<file path="src/rtl/regfile_scoreboard.sv">
// regfile_scoreboard: integer register file with two combinational read ports,
// one synchronous write port and a per-register busy scoreboard that tracks
// in-flight writebacks. After reset, a sequential sweep loads every register
// with a deterministic value. The ready output stays low until that sweep
// has finished.
//
// Optional feature (macro REGFILE_WB_BYPASS_EN): same-cycle forwarding of the
// writeback data and busy clear onto the read ports. When the macro is
// undefined, a write becomes visible on the read ports on the next cycle.
module regfile_scoreboard #(
    parameter int XLEN      = 32,
    parameter int NREGS     = 32,
    parameter int AW        = 5,
    parameter int INIT_MODE = 1
) (
    input  logic            clk,
    input  logic            rst,
    input  logic            we,
    input  logic [AW-1:0]   wa,
    input  logic [XLEN-1:0] wd,
    input  logic [AW-1:0]   ra1,
    input  logic [AW-1:0]   ra2,
    output logic [XLEN-1:0] rd1,
    output logic [XLEN-1:0] rd2,
    input  logic            iss_valid,
    input  logic [AW-1:0]   iss_rd,
    output logic            busy1,
    output logic            busy2,
    output logic            ready
);

    typedef enum logic {
        INIT = 1'b0,
        RUN  = 1'b1
    } state_t;

    state_t            state;
    logic [AW-1:0]     cnt;
    logic [XLEN-1:0]   regs [NREGS];
    logic [NREGS-1:0]  busy;
    logic [NREGS-1:0]  busy_next;
    logic [XLEN-1:0]   init_value;
    logic              wr_run;
    logic              iss_run;

    // Reject parameter combinations where the address width cannot cover
    // exactly the register count.
    if (AW != $clog2(NREGS) || NREGS < 2 || (NREGS & (NREGS - 1)) != 0) begin : g_bad_params
        $error("regfile_scoreboard: NREGS must be a power of two >= 2 and AW must equal log2(NREGS)");
    end

    // The sweep value is either zero or the register index. The index is
    // zero-extended to XLEN, or truncated when XLEN is narrower than AW.
    always_comb begin
        init_value = '0;
        if (INIT_MODE != 0) begin
            init_value = XLEN'(cnt);
        end
    end

    // Writes and issues are accepted only in RUN. Address 0 is never a
    // destination, so the file can treat it as a hard-wired zero.
    assign wr_run  = (state == RUN) && we && (wa != '0);
    assign iss_run = (state == RUN) && iss_valid && (iss_rd != '0);

    // Init/run sequencer. A reset restarts the sweep from register 0. The
    // ready flag is registered and rises together with the move to RUN.
    always_ff @(posedge clk) begin
        if (rst) begin
            state <= INIT;
            cnt   <= '0;
            ready <= 1'b0;
        end else begin
            case (state)
                INIT: begin
                    cnt <= cnt + AW'(1);
                    if (cnt == AW'(NREGS - 1)) begin
                        state <= RUN;
                        ready <= 1'b1;
                    end
                end
                RUN: begin
                    state <= RUN;
                    ready <= 1'b1;
                end
                default: begin
                    state <= INIT;
                    cnt   <= '0;
                    ready <= 1'b0;
                end
            endcase
        end
    end

    // Register storage. Reset does not clear it. The sweep writes one
    // register per cycle in INIT, and writeback writes it in RUN.
    always_ff @(posedge clk) begin
        if (!rst) begin
            if (state == INIT) begin
                regs[cnt] <= init_value;
            end else if (wr_run) begin
                regs[wa] <= wd;
            end
        end
    end

    // Next scoreboard value. A writeback clears its bit first, so an issue
    // to the same register on the same edge wins and leaves the bit set.
    always_comb begin
        busy_next = busy;
        if (wr_run) begin
            busy_next[wa] = 1'b0;
        end
        if (iss_run) begin
            busy_next[iss_rd] = 1'b1;
        end
        busy_next[0] = 1'b0;
    end

    // Scoreboard state. Reset drops every pending bit, and the bits are
    // frozen outside RUN.
    always_ff @(posedge clk) begin
        if (rst) begin
            busy <= '0;
        end else if (state == RUN) begin
            busy <= busy_next;
        end
    end

`ifdef REGFILE_WB_BYPASS_EN
    logic byp1;
    logic byp2;

    // A write to the register being read forwards its data and retires the
    // busy bit in the same cycle. An issue to that register in the same
    // cycle keeps the register pending, so in that case nothing is forwarded.
    assign byp1 = wr_run && (wa == ra1) && !(iss_valid && (iss_rd == ra1));
    assign byp2 = wr_run && (wa == ra2) && !(iss_valid && (iss_rd == ra2));

    // Read port 1 with writeback forwarding. It reads as zero during the
    // sweep and for address 0.
    always_comb begin
        rd1   = '0;
        busy1 = 1'b0;
        if (ready && (ra1 != '0)) begin
            rd1   = byp1 ? wd   : regs[ra1];
            busy1 = byp1 ? 1'b0 : busy[ra1];
        end
    end

    // Read port 2 with writeback forwarding. It follows the same rules as
    // port 1.
    always_comb begin
        rd2   = '0;
        busy2 = 1'b0;
        if (ready && (ra2 != '0)) begin
            rd2   = byp2 ? wd   : regs[ra2];
            busy2 = byp2 ? 1'b0 : busy[ra2];
        end
    end
`else
    // Read port 1 returns the stored value, so a write shows up one cycle
    // later. It reads as zero during the sweep and for address 0.
    always_comb begin
        rd1   = '0;
        busy1 = 1'b0;
        if (ready && (ra1 != '0)) begin
            rd1   = regs[ra1];
            busy1 = busy[ra1];
        end
    end

    // Read port 2 follows the same rules as port 1.
    always_comb begin
        rd2   = '0;
        busy2 = 1'b0;
        if (ready && (ra2 != '0)) begin
            rd2   = regs[ra2];
            busy2 = busy[ra2];
        end
    end
`endif

endmodule

</file>
<file path="config.mk">
export PLATFORM = sky130hd
export DESIGN_NAME = regfile_scoreboard
export DESIGN_NICKNAME = d
export VERILOG_FILES = /design/src/rtl/regfile_scoreboard.sv
export SDC_FILE = /design/constraint.sdc
export NUM_CORES = 1
export LEC_CHECK = 0
export CAP_MARGIN = 10
export CORE_ASPECT_RATIO = 1.1
export CORE_MARGIN = 2
export CORE_UTILIZATION = 54
export DETAILED_ROUTE_END_ITERATION = 6
export GPL_TIMING_DRIVEN = 0
export PLACE_DENSITY = 0.77
export SYNTH_ARGS = -nofsm -noshare
export SYNTH_HDL_FRONTEND = slang
export SYNTH_SLANG_ARGS = --single-unit
</file>
<file path="constraint.sdc">
create_clock -name clk -period 6.5 [get_ports clk]
set_input_delay 1.3 -clock clk [delete_from_list [all_inputs] [get_ports clk]]
set_output_delay 1.3 -clock clk [all_outputs]
set_load 0.05 [all_outputs]
</file>
# Word level (Yosys, flattened, before mapping)
# Memory sizes are Yosys's and may differ from the RTL's.
# Index checks and enable logic that the tools add are counted.
dict set report totals {
  mem_count 1
  elab_cells 59
  ff_bits 38
  latch_bits 0
  mem_bits_rw 1024
  inputBits 56
  mem_bits_ro 0
}
dict set report classes {
  n_mul 0
  shift 0
  n_lt_le_gt_ge 6
  n_mux 28
  add_sub_neg 1
  eq_ne 2
  n_div 0
  n_bitwise 4
  n_reduce_logical 13
}
# memory depth word_bits read_ports rd_ports_with_merged_regs wr line_no
set mem_list {}
lappend mem_list {regs 32 32 2 0 1 39} ;# logic [XLEN-1:0] regs [NREGS];
# operator n
set ops {}
lappend ops {{$mux 32} 5}
lappend ops {{$and 32x32->32} 1}
lappend ops {{$not 32->32} 1}
lappend ops {{$or 32x32->32} 1}
lappend ops {{$reduce_or 32->1} 1}
lappend ops {{$lt 5x6->1 const B} 4}
lappend ops {{$reduce_bool 5->1} 4}
lappend ops {{$mux 1} 16}
lappend ops {{$bmux 1 s5} 2}
lappend ops {{$demux 1 s5} 2}
lappend ops {{$ge 5x1->1 const B} 2}
lappend ops {{$logic_and 1x1->1} 8}
lappend ops {{$add 5x1->5 const B} 1}
lappend ops {{$eq 5x5->1 const B} 1}
lappend ops {{$mux 5} 1}
lappend ops {{$pmux 1 s2} 2}
lappend ops {{$ne 2x2->1 const B} 1}
lappend ops {{$not 1->1} 1}

# Depth between registers and ports, before layout
dict set report depth {
  ltp_word 9
  ltp_mapped 8
}

# Worst setup path before layout
# No wires, ideal clock.
dict set report synth_path {
  path_type {input port to flip-flop}
  from {input wa[2]}
  to {memory regs[11][0], enable pin}
  setup_slack_ns 0.735
  required_ns 5.999
  cell_stages 5
  arrival_ns 5.264
  cell_sequence {nor3_1 a21oi_1 clkbuf_1 o31a_1 nor4_1}
}
dict set report synth_via {
  elab_chain_cells 8
  elab_cells_between_ends 9
  cone_classes {mux: 6; reduce/logical: 3}
}
# element line_no
set synth_rtl {}
lappend synth_rtl {{start, declared} 19} ;# input logic [AW-1:0] wa,
lappend synth_rtl {{$reduce_bool 5->1} 63} ;# assign wr_run = (state == RUN) && we && (wa != '0);
lappend synth_rtl {{$logic_and 1x1->1} 63}
lappend synth_rtl {{$mux 1} 101} ;# end else if (wr_run) begin
lappend synth_rtl {{$mux 1} 99} ;# if (state == INIT) begin
lappend synth_rtl {{$mux 1} 98} ;# if (!rst) begin
lappend synth_rtl {{$mux 1 (implied by the code)} 102} ;# regs[wa] <= wd;
lappend synth_rtl {{$reduce_or 32->1 (no line)} --}
lappend synth_rtl {{$mux 5 (no line) or $mux 1 (tied branches)} --}
lappend synth_rtl {{end, declared} 39}
# Parallel ways exist; a longest one is shown, timed or not.

# Worst setup path in the final report
dict set report layout_path {
  from {input ra2[0]}
  to {output rd2[30]}
}
dict set report layout_via {
  elab_chain_cells 3
  elab_cells_between_ends 4
  cone_classes {mux: 1; reduce/logical: 2; memory: 1}
}
# element line_no
set layout_rtl {}
lappend layout_rtl {{start, declared} 22} ;# input logic [AW-1:0] ra2,
lappend layout_rtl {{parallel branches: the longest is 2 deep, another holds $mem_v2 32x32} --}
lappend layout_rtl {{$mux 32 (*)} 177} ;# if (ready && (ra2 != '0)) begin
lappend layout_rtl {{end, declared} 24} ;# output logic [XLEN-1:0] rd2,
# Mark *: on every way between the ends.

==> qor.txt <==
outcome - finished with violations
failing checks - slew limit
# rows - 116
placed cell count - 3,893
CP max FO - 10
total number of vias - 30,210
post-synth net total - 2,510
Final Worst Setup Slack - 0.03621 ns
Final Instance Area - 57,280 um^2
CTS hold repair buffers - 0
multiplexer share of the synthesized area - 29.28%
Setup WS pre-CTS - 0.1706 ns
Setup Buffers After CTS - 0
die extent in x - 293.1 um
Post-CTS Resized - 0
Distinct cells, synth - 46
RD Place Congestion - 0.9469
Fillers - 5,910
Hold WC Path Type - reg -> reg
Die Ht - 322.0 um
Final Power - 14.33 mW
RSZ-0062 raised after global routing - false
port buffer count - 118
largest net degree at the start of global routing - 33
critical path data required time - 5.20 ns
DRC Markers - 0
Area Growth Syn to Fin - 15.36%
number of flops mapped to enable cells by yosys - 1,024
core box area - 91,000 um^2
Setup Skew - 0.03108 ns
minimum hold slack - 0.4981 ns
total leakage power - 17.27 nW
combinational family with the most area after synthesis - multiplexers
antenna viol nets, final - 0
setup TNS - 0 ns
VDD IR-drop max - 0.2046 mV
Period minus WS final - 6.464 ns
TritonCTS clock tree - done
Post-synth ARST share - 0%
initial antenna violation count - 9
vias in the first global route - 30,740
syn_area_per_cell - 20.25 um^2
clock buffer depth - 3
Clk Latency, worst-skew pair - 0.71 ns
r2r worst-path depth - 9
DPL Wire Length - 109,300 um
Reg clk slew, reported paths - 0.06 ns
Iter 0 DRT Violations - 4,855
hold path depth - 2
Cell Count, Final, Fillers Out - 4,079
via density per instance - 7.406
final net count - 2,877
Synth Area in Simple Gates - 1.910%
Power Density - 250.1 nW/um^2
Synth area leaders - edfxtp_1 (62%), mux4_2 (24%), mux2i_1 (5.4%)
FMAX - 154.7 MHz
Post-Synthesis Cells - 2,452
Final Max Tran Viols - 16
n_diodes - 0
Yosys warnings - 0
Wirelength per Cell - 37.53 um
Worst EP arrival - 5.16 ns
H-Tree Depth - 3
DIE AREA - 94,390 um^2
initial core utilization - 54.56%
final core occ - 62.94%
Crit. End Element - output pin
Tcrit/Tclk final - 99.44%
routed wire length - 153,100 um
Worst slew margin - -1.436%
# setup viols final - 0
grt ovf - 0
Mapped Area - 49,650 um^2
worst setup path class - in -> out
Yosys top cell by area - edfxtp_1
post-synthesis sequential area ratio - 63.46%
cts bufs inserted - 100
root buf cell - clkbuf_16
Main synth FF type - edfxtp_1
nature of the critical path startpoint - input port
gr usage total - 32.50%
clock sink total - 1,062
Area after DPL - 53,950 um^2
fraction of the mapped netlist area in adder cells - 0.05040%
Synth top area share - 61.93%
Slew @ Worst Pin - 1.522 ns
Synth Area in XOR/XNOR - 0.05292%
compound-cell area share of the yosys netlist - 3.200%
Top Ports - 123
global-route wire length before repair - 214,300 um
maxcap violations - 0
final hold violations - 0
layout cells sized above 1 - 34.01%
Synth Register Bits - 1,062
Pre-antenna DRT Iters - 6
[sequential cells by signal (all words and copies together) (netlist names)]
name,count
busy,31
cnt,5
ready,1
state,1
regs,1024
[cells by family after synthesis]
group / count (synthesis)
compound gates: 211
xor+xnor: 3
fa+ha+maj: 2
buf+inv: 198
simple gates: 181
flops: 1062
mux: 795
[worst max-delay path, stage by stage]
cell             delay, ns
clkdlybuf4s50_1       0.63
buf_2                 0.44
buf_2                 0.52
mux4_2                0.56
mux2i_1               0.30
o22a_1                0.31
o221ai_1              0.27
clkdlybuf4s50_1       0.81
[cell type report]
cell class,instances,area (um^2),area share [%]
sequential,1062,31510,55.01
tap,1180,1476,2.578
inverter,7,26.28,0.04587
multi-input combinational,1192,17320,30.23
timing repair buffer,265,2713,4.736
buffer,191,987.2,1.724
clock inverter,62,598.1,1.044
clock buffer,120,2651,4.629
[layer usage]
metal / GRT usage, % / part of all wire, %
met5: 0 / 0.078
met4: 15.95 / 5.4
met3: 9.661 / 13
met2: 53.04 / 49
met1: 39.88 / 33
[Yosys cell counts, types with 3 or more instances]
library cell,count
o22a_1,65
o21ai_0,39
clkbuf_4,3
and3_1,5
buf_1,7
edfxtp_1,1024
nor4_1,10
a32oi_1,3
buf_4,26
o221ai_1,65
dfxtp_1,38
clkbuf_1,66
nor2b_1,11
buf_2,81
inv_1,7
and2_1,29
mux2i_1,269
nor2_1,21
nand3b_1,7
nor3_1,28
mux4_2,526
nand3_1,7
nand2b_1,5
nand2_1,47
buf_6,8
a21oi_1,26
[placed cells by master (no fill, tap or decap), types with 7 or more instances in the layout]
master,netlist,layout
clkinv_2,0,25
nand2_1,47,47
buf_4,26,72
bufinv_16,0,10
nor2_1,21,21
clkbuf_1,66,78
o221ai_1,65,65
and2_1,29,29
clkbuf_16,0,102
buf_2,81,81
o21ai_0,39,36
clkinv_1,0,15
buf_6,8,102
buf_1,7,7
nor3_2,0,24
edfxtp_1,1024,1024
nor4_2,0,8
inv_1,7,7
nor2b_1,11,11
mux2i_1,269,269
mux4_2,526,526
nand3b_1,7,7
o22a_1,65,65
dfxtp_1,38,38
a21oi_1,26,26
clkdlybuf4s50_1,0,118
nand3_1,7,7
[power breakdown]
part           switching, mW  internal [mW]
Combinational          0.519          0.392
Sequential            0.0232           7.46
Clock                   2.63           3.31
[final timing paths]
check             slack (ns)  startpoint      endpoint
setup / recovery        0.04      ra2[0]       rd2[30]
hold / removal          0.50    busy[30]      busy[30]
setup reg to reg        2.49       state  regs[26][13]
hold reg to reg         0.50    busy[30]      busy[30]
No activity file was read; power rests on OpenSTA's default activity.
